<file path="src/rtl/csr_excp_unit.sv">
// Privileged CSR file with exception/ERTN sequencing, interrupt status and the
// constant timer. Two commit slots may write CSRs in the same cycle.
module csr_excp_unit (
  input  logic        clk,
  input  logic        rst,
  input  logic        excp_flush,
  input  logic        ertn_flush,
  input  logic [31:0] csr_era,
  input  logic [5:0]  csr_ecode,
  input  logic [8:0]  csr_esubcode,
  input  logic        va_error,
  input  logic [31:0] bad_va,
  input  logic        excp_tlbrefill,
  input  logic        excp_tlb,
  input  logic [18:0] excp_tlb_vppn,
  input  logic        csr_we_0,
  input  logic [13:0] csr_waddr_0,
  input  logic [31:0] csr_wdata_0,
  input  logic        csr_we_1,
  input  logic [13:0] csr_waddr_1,
  input  logic [31:0] csr_wdata_1,
  input  logic [13:0] csr_raddr,
  output logic [31:0] csr_rdata,
  input  logic [7:0]  hw_int,
  output logic        redirect_valid,
  output logic [31:0] redirect_pc,
  output logic        int_pending,
  output logic [1:0]  plv,
  output logic        da,
  output logic        pg
);

  localparam logic [13:0] ADDR_CRMD      = 14'h000;
  localparam logic [13:0] ADDR_PRMD      = 14'h001;
  localparam logic [13:0] ADDR_ECFG      = 14'h004;
  localparam logic [13:0] ADDR_ESTAT     = 14'h005;
  localparam logic [13:0] ADDR_ERA       = 14'h006;
  localparam logic [13:0] ADDR_BADV      = 14'h007;
  localparam logic [13:0] ADDR_EENTRY    = 14'h00C;
  localparam logic [13:0] ADDR_TLBEHI    = 14'h011;
  localparam logic [13:0] ADDR_SAVE0     = 14'h030;
  localparam logic [13:0] ADDR_SAVE1     = 14'h031;
  localparam logic [13:0] ADDR_SAVE2     = 14'h032;
  localparam logic [13:0] ADDR_SAVE3     = 14'h033;
  localparam logic [13:0] ADDR_TCFG      = 14'h041;
  localparam logic [13:0] ADDR_TVAL      = 14'h042;
  localparam logic [13:0] ADDR_TICLR     = 14'h044;
  localparam logic [13:0] ADDR_TLBRENTRY = 14'h088;

  logic [1:0]       r_plv;
  logic             r_ie;
  logic             r_da;
  logic             r_pg;
  logic [1:0]       r_pplv;
  logic             r_pie;
  logic [12:0]      r_lie;
  logic [1:0]       r_is_sw;
  logic [7:0]       r_is_hw;
  logic             r_is_ti;
  logic [5:0]       r_ecode;
  logic [8:0]       r_esubcode;
  logic [31:0]      r_era;
  logic [31:0]      r_badv;
  logic [25:0]      r_eentry;
  logic [18:0]      r_vppn;
  logic [3:0][31:0] r_save;
  logic [31:0]      r_tcfg;
  logic [31:0]      r_tval;
  logic [25:0]      r_tlbrentry;

  logic [1:0]       w_we;
  logic [1:0][13:0] w_waddr;
  logic [1:0][31:0] w_wdata;
  logic             w_tcfg_wr;
  logic             w_ticlr_clr;
  logic [12:0]      w_is;

  assign w_we    = {csr_we_1, csr_we_0};
  assign w_waddr = {csr_waddr_1, csr_waddr_0};
  assign w_wdata = {csr_wdata_1, csr_wdata_0};

  assign w_tcfg_wr = (csr_we_0 && csr_waddr_0 == ADDR_TCFG) ||
                     (csr_we_1 && csr_waddr_1 == ADDR_TCFG);

  // NOTE: every always_comb output gets a default first so no path can leave it unassigned (no latch).
  always_comb begin
    w_ticlr_clr = 1'b0;
    if (csr_we_0 && csr_waddr_0 == ADDR_TICLR) w_ticlr_clr = csr_wdata_0[0];
    if (csr_we_1 && csr_waddr_1 == ADDR_TICLR) w_ticlr_clr = csr_wdata_1[0];
  end

  // IS[10] and IS[12] have no source in this unit and read as zero.
  assign w_is = {1'b0, r_is_ti, 1'b0, r_is_hw, r_is_sw};

  always_ff @(posedge clk) begin
    if (rst) begin
      r_plv       <= 2'd0;
      r_ie        <= 1'b0;
      r_da        <= 1'b1;
      r_pg        <= 1'b0;
      r_pplv      <= 2'd0;
      r_pie       <= 1'b0;
      r_lie       <= '0;
      r_is_sw     <= '0;
      r_is_hw     <= '0;
      r_is_ti     <= 1'b0;
      r_ecode     <= '0;
      r_esubcode  <= '0;
      r_era       <= '0;
      r_badv      <= '0;
      r_eentry    <= '0;
      r_vppn      <= '0;
      r_save      <= '0;
      r_tcfg      <= '0;
      r_tval      <= '0;
      r_tlbrentry <= '0;
    end else begin
      // NOTE: non-blocking updates take the last assignment in program order, so slot 1
      // overrides slot 0 and the exception/ERTN updates below override software writes.
      for (int k = 0; k < 2; k++) begin
        if (w_we[k]) begin
          case (w_waddr[k])
            ADDR_CRMD:      {r_pg, r_da, r_ie, r_plv} <= w_wdata[k][4:0];
            ADDR_PRMD:      {r_pie, r_pplv} <= w_wdata[k][2:0];
            ADDR_ECFG:      r_lie <= w_wdata[k][12:0];
            ADDR_ESTAT:     r_is_sw <= w_wdata[k][1:0];
            ADDR_ERA:       r_era <= w_wdata[k];
            ADDR_BADV:      r_badv <= w_wdata[k];
            ADDR_EENTRY:    r_eentry <= w_wdata[k][31:6];
            ADDR_TLBEHI:    r_vppn <= w_wdata[k][31:13];
            ADDR_SAVE0, ADDR_SAVE1, ADDR_SAVE2, ADDR_SAVE3:
                            r_save[w_waddr[k][1:0]] <= w_wdata[k];
            ADDR_TCFG: begin
              r_tcfg <= w_wdata[k];
              r_tval <= {w_wdata[k][31:2], 2'b00};
            end
            ADDR_TLBRENTRY: r_tlbrentry <= w_wdata[k][31:6];
            default: ;
          endcase
        end
      end

      r_is_hw <= hw_int;
      if (w_ticlr_clr) r_is_ti <= 1'b0;

      // Expiry is handled after the TICLR clear so a coincident expiry leaves IS[11] set.
      if (r_tcfg[0] && !w_tcfg_wr) begin
        if (r_tval != '0) begin
          r_tval <= r_tval - 32'd1;
        end else begin
          r_is_ti <= 1'b1;
          if (r_tcfg[1]) r_tval <= {r_tcfg[31:2], 2'b00};
          else           r_tcfg[0] <= 1'b0;
        end
      end

      if (excp_flush) begin
        r_pplv     <= r_plv;
        r_pie      <= r_ie;
        r_plv      <= 2'd0;
        r_ie       <= 1'b0;
        r_ecode    <= csr_ecode;
        r_esubcode <= csr_esubcode;
        r_era      <= csr_era;
        if (va_error) r_badv <= bad_va;
        if (excp_tlb) r_vppn <= excp_tlb_vppn;
        if (excp_tlbrefill) begin
          r_da <= 1'b1;
          r_pg <= 1'b0;
        end
      end else if (ertn_flush) begin
        r_plv <= r_pplv;
        r_ie  <= r_pie;
        if (r_ecode == 6'h3F) begin
          r_da <= 1'b0;
          r_pg <= 1'b1;
        end
      end
    end
  end

  always_comb begin
    csr_rdata = '0;
    case (csr_raddr)
      ADDR_CRMD:      csr_rdata = {27'd0, r_pg, r_da, r_ie, r_plv};
      ADDR_PRMD:      csr_rdata = {29'd0, r_pie, r_pplv};
      ADDR_ECFG:      csr_rdata = {19'd0, r_lie};
      ADDR_ESTAT:     csr_rdata = {1'b0, r_esubcode, r_ecode, 3'd0, w_is};
      ADDR_ERA:       csr_rdata = r_era;
      ADDR_BADV:      csr_rdata = r_badv;
      ADDR_EENTRY:    csr_rdata = {r_eentry, 6'd0};
      ADDR_TLBEHI:    csr_rdata = {r_vppn, 13'd0};
      ADDR_SAVE0, ADDR_SAVE1, ADDR_SAVE2, ADDR_SAVE3:
                      csr_rdata = r_save[csr_raddr[1:0]];
      ADDR_TCFG:      csr_rdata = r_tcfg;
      ADDR_TVAL:      csr_rdata = r_tval;
      ADDR_TLBRENTRY: csr_rdata = {r_tlbrentry, 6'd0};
      default:        csr_rdata = '0;
    endcase
  end

  assign redirect_valid = !rst && (excp_flush || ertn_flush);

  always_comb begin
    redirect_pc = '0;
    if (redirect_valid) begin
      if (excp_flush && excp_tlbrefill) redirect_pc = {r_tlbrentry, 6'd0};
      else if (excp_flush)              redirect_pc = {r_eentry, 6'd0};
      else                              redirect_pc = r_era;
    end
  end

  assign int_pending = r_ie && |(w_is & r_lie);
  assign plv = r_plv;
  assign da  = r_da;
  assign pg  = r_pg;

endmodule

</file>
<file path="config.mk">
export PLATFORM = sky130hd
export DESIGN_NAME = csr_excp_unit
export DESIGN_NICKNAME = d
export VERILOG_FILES = /design/src/rtl/csr_excp_unit.sv
export SDC_FILE = /design/constraint.sdc
export NUM_CORES = 1
export LEC_CHECK = 0
export BUFFER_PORTS_ARGS = -buffer_cell sky130_fd_sc_hd__buf_2
export CAP_MARGIN = 20
export CORE_AREA = 3 3 211 295
export DETAILED_ROUTE_END_ITERATION = 7
export DIE_AREA = 0 0 214 298
export PLACE_DENSITY_LB_ADDON = 0.3
export SLEW_MARGIN = 15
export SYNTH_ARGS = -nofsm -noshare
export SYNTH_HDL_FRONTEND = slang
export SYNTH_SLANG_ARGS = --single-unit
</file>
<file path="constraint.sdc">
create_clock -name clk -period 4 [get_ports clk]
set_clock_uncertainty 0.2 [all_clocks]
set_input_delay 0.8 -clock clk [delete_from_list [all_inputs] [get_ports clk]]
set_output_delay 0.8 -clock clk [all_outputs]
set_load 0.02 [all_outputs]
</file>
After elaboration in Yosys (flattened, before gate mapping)
Index checks and enable logic that the tools add are counted. Widths: inputs -> output; s select.

$add $sub $neg: 1. Order comparisons: 5. Eq/ne operators: 43. Mux-type cells: 105. Bitwise logic cells: 1. Reductions and logical operators: 23.

Operator list (count): $mux 32 (28); $mux 128 (5); $pmux 32 s12 (1); $bwmux 128 (2); $mux 26 (8); $eq 14x3->1 const B (12); $eq 14x6->1 const B (12); $demux 32 s2 (2); $mux 19 (6); $eq 14x7->1 const B (6); $bmux 32 s2 (1); $mux 13 (4); $eq 14x1->1 const B (3); $eq 14x4->1 const B (3); $eq 14x5->1 const B (3); $eq 14x8->1 const B (3); $logic_not 14->1 (3); $mux 1 (34); $reduce_bool 32->1 (1); $sub 32x1->32 const B (1); $mux 2 (14); $and 12x13->13 (1); $reduce_or 13->1 (1); $reduce_or 4->1 (3); other kinds (7) (21).

Bits in registers: 374. Input bits: 221. Output and inout bits: 70. Logic and storage cells: 201.

Longest topological paths before layout
Depth after elaboration: 11. Mapped depth: 9. Gate-level depth less buffers: 8.

Worst setup path after synthesis
OpenSTA, ideal clock, no wires.

Path type: in2out. Start: input port csr_raddr[9]. End: output port csr_rdata[13]. Arrival time: 3.021 ns. Data required time: 3.000 ns. Path slack: -0.021 ns. Stages: 7. Path buffers: 1. Cell sequence: nor4_1 -> nand3b_1 -> or4_1 -> nor4b_2 -> clkbuf_1 -> a22oi_1 -> nand3_1.

Cells in the longest elaborated chain, start to end: 3. Elaborated cells between the ends (all ways): 17. Those cells by class: eq/ne (14); mux (1); reduce/logical (2).

RTL lines: from (decl) (line 22) `input logic [13:0] csr_raddr,`; $eq 14x6->1 (line 184) `case (csr_raddr)`; $reduce_or 4->1 (line 184); $pmux 32 s12 (*) (line 184); to (decl) (line 23) `output logic [31:0] csr_rdata,`.

Every way passes the cells marked *; elsewhere a longest branch is shown, timed or not.

Worst setup path after layout
Start: input port csr_raddr[1]. End: output port csr_rdata[24].

Cells in the longest elaborated chain, start to end: 3. Elaborated cells between the ends (all ways): 19. Those cells by class: eq/ne (14); mux (3); reduce/logical (2).

RTL lines (line): $eq 14x6->1 / $bmux 32 s2 (equally long branches) (184, 194); $reduce_or 4->1 / $mux 32 (equally long branches) (184, 194); $pmux 32 s12 (*) (184).

Every way passes the cells marked *; elsewhere a longest branch is shown, timed or not. The select of a mux whose other input is x is not followed.

==> impl_metrics.json <==
{
  "reg2reg_to": "r_tval[19]$_SDFF_PP0_",
  "drcViolationCount": 0,
  "first_pass_iters": 8,
  "ys.warnings.count": 0,
  "synth_seq_cells": 374,
  "cp-end-kind": "output pin",
  "htreeDepth": 2,
  "rsz0062_at_grt": "yes",
  "synth-edff-count": 0,
  "worst-setup-path-type": "input pin to output pin",
  "synth.area.top_cells": "dfxtp_1 (35%), mux2i_1 (14%), a211oi_1 (10%), nor2_1 (6.7%), mux4_2 (4.0%)",
  "slew_headroom": 0.233,
  "reg2reg_depth": 9,
  "synthTopCellsByCount": "nor2_1 (384), dfxtp_1 (374), mux2i_1 (297)",
  "postCtsSetupRepairBufs": 0,
  "finalHoldViolCount": 0,
  "setup_viol": 1,
  "r2r-start": "r_tval[0]$_SDFF_PP0_",
  "antenna_found_initial": 7,
  "synth_compound_area_frac": 0.231,
  "die_x_um": 214,
  "yosysMostFrequentCell": "nor2_1",
  "power_density_nw_per_um2": 342,
  "drtAntennaViolNets": 0,
  "hp-class": "input pin to flop",
  "hold_end": "r_badv[23]$_SDFF_PP0_",
  "min_period_ps": 4030,
  "wl_um": 98400,
  "synth_xor_area_frac": 0.0114,
  "crit_arrival_ps": 3030,
  "final_util": 0.427,
  "synth_top_area_cell": "dfxtp_1",
  "start_util": 0.359,
  "min_period_over_period": 1.01,
  "ys_types": 62,
  "path_clk_slew_ps": 60,
  "nets": 2856,
  "grt_pass1_wl_um": 143000,
  "grt_use_total": 0.295,
  "fin_setup_tns_ps": -29.5,
  "grt.overflow.total": 0,
  "die_area_um2": 63800,
  "rows": 106,
  "synthesis.area_um2": 21500,
  "crit_path_max_incr_delay_ps": 620,
  "place_congestion": 0.937,
  "cp_data_required_time_ps": 3000,
  "hold_buffers": 0,
  "ys.flop_type": "dfxtp_1",
  "tightest_slew_ps": 1150,
  "tritoncts": "done",
  "multi_input_area_um2": 13000,
  "synth-simple-area-share": 0.163,
  "fmax_mhz": 248,
  "postSynthAreaPerCell_um2": 8.64,
  "io_buffers": 290,
  "crit_path_top_delay_cell": "a222oi_1",
  "path_cells": "buf_2, buf_4, mux2_2, a22o_1, a222oi_1, nand3_1, buf_6",
  "synth_cells": 2485,
  "cts_made_buffers": 42,
  "die_h_um": 298,
  "seq_area_um2": 7490,
  "violations": "setup timing",
  "syn_nets": 2708,
  "path_max_fanout": 19,
  "vias": 21800,
  "status": "finished, violations left",
  "muxShareOfSynthArea": 0.192,
  "grt_max_degree": 142,
  "cap_violations": 0,
  "synthAdderAreaFrac": 0.00117,
  "core_area_um2": 59800,
  "cp-start-kind": "input pin",
  "netlist.area_leader.share": 0.349,
  "vdd_drop_max_mv": 0.270,
  "viasPerCell": 6.27,
  "cts_root_buffer": "clkbuf_16",
  "clk_path_buf_depth": 3,
  "area.growth.synth_to_final_pct": 19.0,
  "final_layout_size_suffix_gt1_frac": 0.214,
  "hold_depth": 2,
  "timing.final.ws_setup_ps": -29.5,
  "fillers": 5922,
  "dp_hpwl_um": 66900,
  "synth_top_family_by_area": "compound AO/OA/AOI/OAI gates",
  "drt_iter0_markers": 2705,
  "grt_pass1_vias": 21400,
  "drt-wirelength-per-cell_um": 28.3,
  "ff2ff_setup_slack_ps": 650,
  "io_pins": 291,
  "synthArstFlopShare": 0,
  "p_leak_nw": 9.77,
  "clkLatencyLatePin_ps": 600,
  "cts.sinks": 374,
  "final_max_slew_viol_count": 0,
  "min_from": "bad_va[23]",
  "seq_area_frac_synth": 0.349
}
-- flip-flops by register name, indices dropped and copies added, names as in the netlist, 2 cells and up --
register     cells
r_era           32
r_esubcode       9
r_is_sw          2
r_tlbrentry     26
r_ecode          6
r_badv          32
r_vppn          19
r_tcfg          32
plv              2
r_is_hw          8
r_pplv           2
r_save         128
r_eentry        26
r_tval          32
r_lie           13
-- through the flow --
stage | cells | total power [mW] | setup slack, ps | hold WS (ps) | area, µm²
CTS | 3475 | 8.75 | 5.54 | 176 | 25400
global placement | 3399 | 4.66 | -133 | 265 | 23900
floorplan | 2485 | 4.29 | 9.70 | 239 | 21500
finish | 3481 | 8.74 | -29.5 | 192 | 25500
global route | 3481 | 8.94 | -40.7 | 208 | 25500
detailed placement | 3399 | 4.67 | -114 | 260 | 23900
-- worst max-delay path by stage --
| stage | depth (start not counted) | slack [ps] | to | start |
|---|---|---|---|---|
| final | 7 | -30 | csr_rdata[24] | csr_raddr[1] |
| after global routing | 11 | -40 | csr_rdata[26] | csr_raddr[9] |
| after CTS | 11 | 6 | csr_rdata[25] | csr_raddr[9] |
| after detailed placement | 10 | -110 | csr_rdata[18] | csr_raddr[9] |
| after global placement | 11 | -130 | csr_rdata[1] | csr_raddr[9] |
| after floorplan | 7 | 10 | csr_rdata[1] | csr_raddr[0] |
-- layer usage --
metal  wire, µm  part of all wire  vias up  global-route usage
met5          0                 0        -                   0
met2      47200              0.48     1255               0.503
met1      36500              0.37    10700               0.346
met4       7330             0.075        0               0.195
li1           -                 -     9614                   -
met3       7330             0.075      280              0.0421
-- layout by cell type, fill, tap and decap left out, drive strengths merged, types with 10 or more instances in the layout --
master | Yosys | final
mux2i | 297 | 297
mux2 | 26 | 26
or3 | 10 | 10
a22o | 40 | 40
dfxtp | 374 | 374
o32ai | 32 | 32
xor2 | 24 | 24
nor4 | 21 | 21
nor2 | 384 | 384
nand4 | 12 | 12
a222oi | 33 | 33
a21oi | 88 | 88
clkbuf | 213 | 57
nand3b | 18 | 18
a31oi | 24 | 24
clkinv | 0 | 11
nand3 | 46 | 46
and3 | 19 | 19
nor2b | 43 | 43
a22oi | 64 | 64
nor3 | 25 | 25
buf | 70 | 387
a211oi | 288 | 288
a21o | 33 | 33
mux4 | 38 | 38
nand2 | 144 | 144
a311oi | 18 | 18
-- what timing repair did --
| item | in CTS | in global routing |
|---|---|---|
| setup endpoints to repair | 21 | 32 |
| hold endpoints to repair | 0 | 0 |
| pin swaps | 0 | 1 |
| resized for setup | 11 | 26 |
-- worst max-delay path: cells and delay by family --
kind                   cells  cell delay [ps]
buffers and inverters      3              700
AND/OR/NAND/NOR            1              240
multiplexers               1              440
AO/OA/AOI/OAI              2              810
-- report_power, final --
group | switching, mW | internal, mW
Clock | 1.73 | 2.40
Combinational | 0.511 | 0.264
Sequential | 0.0489 | 3.78
-- area by class of cell --
| type | instances | area share |
|---|---|---|
| antenna | 6 | 0.000588 |
| clock buffer | 57 | 0.0477 |
| clock inverter | 19 | 0.00892 |
| inverter | 6 | 0.000882 |
| multi-input combinational | 1822 | 0.511 |
| sequential | 374 | 0.293 |
| tap | 810 | 0.0397 |
| timing repair buffer | 387 | 0.0984 |
-- kinds of logic (layout without fill, tap and decap cells) --
kind of cell	Yosys count	count (layout)
DFF	374	374
xor gates and xnor gates	28	28
AOI/OAI and AO/OA	665	665
other	0	6
muxes	361	361
adders and majority gates	2	2
buffers and inverters	289	469
and+or+nand+nor	766	766
Note: power is estimated with default switching activity, not from simulation.
